===== config.mk =====
export PLATFORM = sky130hd
export DESIGN_NAME = ins_loader
export DESIGN_NICKNAME = d
export VERILOG_FILES = /design/src/rtl/ins_loader.sv
export SDC_FILE = /design/constraint.sdc
export NUM_CORES = 1
export LEC_CHECK = 0
export ABC_CLOCK_PERIOD_IN_PS = 5000
export CAP_MARGIN = 40
export CORE_MARGIN = 8
export CORE_UTILIZATION = 59
export DETAILED_ROUTE_END_ITERATION = 7
export PLACE_DENSITY = 0.9
export RECOVER_POWER = 100
export SYNTH_ARGS = -nofsm -noshare
export SYNTH_HDL_FRONTEND = slang
export SYNTH_SLANG_ARGS = --single-unit

===== constraint.sdc =====
create_clock -name clk -period 5 [get_ports clk]
set_input_delay 1 -clock clk [delete_from_list [all_inputs] [get_ports clk]]
set_output_delay 1 -clock clk [all_outputs]
set_load 0.02 [all_outputs]

===== src/rtl/ins_loader.sv =====
// Byte-stream instruction loader: parses a length-prefixed, XOR-checksummed image
// and writes it word by word into instruction memory while holding the CPU.
module ins_loader #(
    parameter int WIDTH    = 32,
    parameter int MEM_SIZE = 5
) (
    input  logic                clk,
    input  logic                rst,
    input  logic                start,
    input  logic                in_valid,
    input  logic [7:0]          in_data,
    output logic                in_ready,
    output logic                wr_en,
    output logic [MEM_SIZE-1:0] wr_addr,
    output logic [WIDTH-1:0]    wr_data,
    output logic                busy,
    output logic                cpu_hold,
    output logic                done,
    output logic                err
);

    typedef enum logic [2:0] {
        S_IDLE,
        S_LEN_LO,
        S_LEN_HI,
        S_DATA,
        S_CHECK,
        S_DONE,
        S_ERR
    } state_t;

    localparam logic [16:0] CAPACITY = 17'(1) << MEM_SIZE;

    state_t            state;
    logic [15:0]       len;
    logic [MEM_SIZE:0] word_cnt;
    logic [1:0]        byte_idx;
    logic [23:0]       asm_word;
    logic [7:0]        csum;

    logic        transfer;
    logic [16:0] len_full;
    logic [16:0] cnt_next;

    assign transfer = in_valid && in_ready;
    assign len_full = {1'b0, in_data, len[7:0]};
    assign cnt_next = 17'(word_cnt) + 17'd1;

    // NOTE: every register here is state, so all assignments are non-blocking.
    always_ff @(posedge clk) begin
        if (rst) begin
            state    <= S_IDLE;
            in_ready <= 1'b0;
            wr_en    <= 1'b0;
            wr_addr  <= '0;
            wr_data  <= '0;
            busy     <= 1'b0;
            cpu_hold <= 1'b1;
            done     <= 1'b0;
            err      <= 1'b0;
            len      <= '0;
            word_cnt <= '0;
            byte_idx <= '0;
            asm_word <= '0;
            csum     <= '0;
        end else begin
            wr_en <= 1'b0;
            case (state)
                S_IDLE, S_DONE, S_ERR: begin
                    if (start) begin
                        state    <= S_LEN_LO;
                        in_ready <= 1'b1;
                        busy     <= 1'b1;
                        cpu_hold <= 1'b1;
                        done     <= 1'b0;
                        err      <= 1'b0;
                        word_cnt <= '0;
                        byte_idx <= '0;
                        csum     <= '0;
                    end
                end
                S_LEN_LO: begin
                    if (transfer) begin
                        len[7:0] <= in_data;
                        state    <= S_LEN_HI;
                    end
                end
                S_LEN_HI: begin
                    if (transfer) begin
                        len[15:8] <= in_data;
                        if (len_full == 17'd0) begin
                            state <= S_CHECK;
                        end else if (len_full > CAPACITY) begin
                            state    <= S_ERR;
                            in_ready <= 1'b0;
                            busy     <= 1'b0;
                            err      <= 1'b1;
                        end else begin
                            state <= S_DATA;
                        end
                    end
                end
                S_DATA: begin
                    if (transfer) begin
                        csum     <= csum ^ in_data;
                        byte_idx <= byte_idx + 2'd1;
                        if (byte_idx != 2'd3) begin
                            asm_word[8*byte_idx +: 8] <= in_data;
                        end else begin
                            // Write strobe lands the cycle after byte 3; the stream keeps flowing.
                            wr_en    <= 1'b1;
                            wr_addr  <= word_cnt[MEM_SIZE-1:0];
                            wr_data  <= WIDTH'({in_data, asm_word});
                            word_cnt <= word_cnt + 1'b1;
                            if (cnt_next == {1'b0, len}) begin
                                state <= S_CHECK;
                            end
                        end
                    end
                end
                S_CHECK: begin
                    if (transfer) begin
                        in_ready <= 1'b0;
                        busy     <= 1'b0;
                        if (in_data == csum) begin
                            state    <= S_DONE;
                            done     <= 1'b1;
                            cpu_hold <= 1'b0;
                        end else begin
                            state <= S_ERR;
                            err   <= 1'b1;
                        end
                    end
                end
                default: begin
                    state    <= S_IDLE;
                    in_ready <= 1'b0;
                    busy     <= 1'b0;
                end
            endcase
        end
    end

endmodule


==> summary.txt <==
Synth top area cells = dfxtp_1 (46%), nand2_1 (10%), a21oi_1 (9.1%)
GR Layer Usage met2 = 36.43%
CTS tree = done
Sum Neg Setup Slack = 0 ns
Clock power share = 30.1%
P per Cell Area = 327.7 nW/um2
Core footprint = 7253 um2
Final Slew Violations = 43
Hold Vio Cnt, Final = 0
Row count = 31
Reg-to-reg startpoint = state[0]$_SDFFE_PP0P_
Largest net degree at the start of global routing = 59
Ys async rst share = 0%
Core Util, Final = 70.23%
Violated checks = capacitance limit, slew limit
Routability Congestion = 0.9182
Worst-path clk slew = 0.11 ns
1st-iter DRT viols = 307
Max Fclk = 271.7 MHz
Critical path capture point type = flip-flop
Setup crit end = wr_data[28]$_SDFFE_PP0P_
Min Tclk post-route = 3.680 ns
WL/cell = 15.94 um
Critical path class = input port to flip-flop
DRT Pass-1 Iters = 5
GR Util met1 = 26.93%
N_diodes = 0
Slew HR = -19.66%
Total congestion overflow = 0
Endpoints failing setup = 0
Sequential fraction of the synthesis area = 45.94%
Synth Flop Type = dfxtp_1
Avg Vias per Cell = 5.894
Share of the synthesized area in the top cell type = 45.94%
CP Buf/Inv Count = 3
Maxcap violations = 1
Post-cts repair resize count = 0
FF+latch count, synth = 101
CP max FO = 24
Initial Util = 60.69%
Boundary pin count = 55
Syn_nets = 575
Later-pin clock latency in the skew report = 0.38 ns
Worst vdd ir = 0.1655 mV
CP arrival = 3.99 ns
Die Area = 10480 um2
Die H = 102.4 um
HP Class = flip-flop to flip-flop
Vias in the first global route = 3848
Net switching power = 0.5387 mW
Global-route usage over all layers = 21.83%
Critical path's top delay family = simple AND/OR/NAND/NOR gates
Worst path max stage delay = 1.09 ns
Status = complete, but fails checks
Worst Tran Pin Value = 1.795 ns
CTS Root Cell = clkbuf_8
Hold-fix buffers at CTS = 0
RSZ-0062 raised after global routing = no
EDFF count, synth = 0
Count of cell types in the netlist = 50
Critical path's slowest cell = and2_0
Critical path's most frequent cell = nand2_1
Levels on crit path = 8
Worst R2R End = wr_data[28]$_SDFFE_PP0P_
Sequential power share = 52.1%
Worst-case reg-to-reg path depth = 7
Share of cells above drive strength 1 = 4.407%
Port bufs = 54
Synthesis warning total = 0
Crit. Startpoint = in_valid
Syn Area/Cell = 7.903 um2
GRT Max-Usage Layer = met2
Fill count = 565
Final WL = 10.98 mm
GR Util met3 = 3.270%
Area delta synth->final = 15.72%
Critical Path Start Type = input port
Detailed placement HPWL = 7.707 mm
CTS Buf Count = 9
Reg2reg setup slack = 1.53 ns
Via count = 4061
Synth Instances = 557
Max Clock Skew = 0.01277 ns
Die width = 102.4 um
Final period util = 73.60%
Dominant cell type by area after synthesis = dfxtp_1
Leak = 1.879 nW
Critical Path RT = 5.31 ns
Int Pwr = 1.130 mW
H-tree depth = 3
CTS max path bufs = 2
Setup repair bufs after CTS = 0
Nets = 603
Post-route DRC violation count = 0
Switching Share = 32.28%
Initial antenna violation count = 0
First-pass GRT wire length = 18.13 mm
Final ANT Viol Nets = 0
Cell-by-cell trace of the critical path = dlygate4sd3_1 > nand2_1 > nor2_1 > clkbuf_1 > and2_0 > buf_4 > nand2_1 > a21oi_1
Clk sink count = 101
Comb power frac = 17.7%
Cell Area, Synth = 4402 um2
[power by group through the flow]
stage,Sequential (mW),Combinational (mW),Clock (mW)
floorplan,0.864,0.245,0
global placement,0.885,0.286,0
detailed placement,0.888,0.294,0
CTS,0.869,0.296,0.505
global route,0.875,0.322,0.538
finish,0.870,0.296,0.503
[synthesized netlist by cell type, types with 3 or more instances]
master and number:
dfxtp_1 101, or4_1 4, nand3_1 39, ha_1 6, and2_1 6, nand4_1 3, a31oi_1 3, nor4_1 3
nand3b_1 4, xor2_1 4, a21oi_1 80, nor2b_1 16, clkbuf_1 29, o211ai_1 4, xnor2_1 5, a21o_1 3
nor3_1 6, o21ai_0 17, mux2i_1 7, nor3b_1 4, nor2_1 38, nand2_1 120, inv_1 6, buf_2 9
a22oi_1 10
[how the worst min path moves through the flow]
stage / from / cells past startpoint / endpoint
4_1_cts: asm_word[2]$_SDFFE_PP0P_ / 2 / asm_word[2]$_SDFFE_PP0P_
5_1_grt: asm_word[16]$_SDFFE_PP0P_ / 2 / asm_word[16]$_SDFFE_PP0P_
3_5_place_dp: asm_word[2]$_SDFFE_PP0P_ / 2 / asm_word[2]$_SDFFE_PP0P_
3_3_place_gp: len[14]$_SDFFE_PP0P_ / 2 / len[14]$_SDFFE_PP0P_
6_report: wr_data[23]$_SDFFE_PP0P_ / 2 / wr_data[23]$_SDFFE_PP0P_
2_1_floorplan: len[14]$_SDFFE_PP0P_ / 2 / len[14]$_SDFFE_PP0P_
[worst reg2reg max path: cells and delay by family, from the launching register on]
kind | cells | cell delay, ns
and+or+nand+nor | 4 | 1.75
buffers and inverters | 2 | 0.84
DFF | 1 | 0.65
AOI/OAI and AO/OA | 1 | 0.16
[registers in the layout, summed over array words and instances (netlist names)]
signal / count
byte_idx: 2
word_cnt: 6
cpu_hold: 1
wr_en: 1
done: 1
wr_addr: 5
err: 1
asm_word: 24
csum: 8
busy: 1
wr_data: 32
state: 3
len: 16
[cell type report]
| type | count | area (um2) | share of cell area, % |
|---|---|---|---|
| well taps | 99 | 123.9 | 2.432 |
| flip-flops and latches | 101 | 2022 | 39.70 |
| multi-input cells | 409 | 2177 | 42.74 |
| repair buffers | 58 | 558.0 | 10.96 |
| inverters | 6 | 22.52 | 0.4422 |
| clock buffers | 9 | 123.9 | 2.432 |
| clock inverters | 7 | 66.31 | 1.302 |
[kinds of logic after synthesis]
kind of cell	after synthesis	synth area share [%]
AO/OA/AOI/OAI	132	17.25
multiplexers	8	1.848
adder cells (fa/ha/maj)	6	1.705
flip-flops	101	45.94
AND/OR/NAND/NOR	254	26.86
buffers and inverters	47	4.605
XOR/XNOR	9	1.791
[cells in the final DEF (no fill, tap or decap), types with 3 or more instances in the layout]
master,n
a21o_1,3
a21oi_1,80
a22oi_1,10
a31oi_1,3
and2_0,5
clkbuf_8,9
clkdlybuf4s50_1,8
dfxtp_1,101
dlygate4sd3_1,45
ha_1,6
inv_1,6
inv_6,3
mux2i_1,7
nand2_1,120
nand3_1,39
nand3b_1,4
nand4_1,3
nor2_1,38
nor2b_1,16
nor3_1,6
nor3b_1,4
nor4_1,3
o211ai_1,4
o21ai_0,19
or4_1,4
xnor2_1,5
xor2_1,4
[per-stage QoR]
step	power, mW	setup WS, ns	cell area, um2	hold WS (ns)	instances
2_1_floorplan	1.110	2.356	4402	0.4308	557
3_3_place_gp	1.171	1.650	4911	0.4402	673
3_5_place_dp	1.182	1.597	4911	0.4456	673
4_1_cts	1.670	1.854	5101	0.4594	689
5_1_grt	1.735	1.062	5094	0.4700	689
6_report	1.669	1.320	5094	0.4582	689
[routing by layer]
metal | vias to the layer above | wire length, um
li1 | 1968 | -
met4 | 0 | 191
met3 | 14 | 775
met1 | 1912 | 4611
met5 | - | 0
met2 | 167 | 5404
Power figures use the tool's default switching activity.
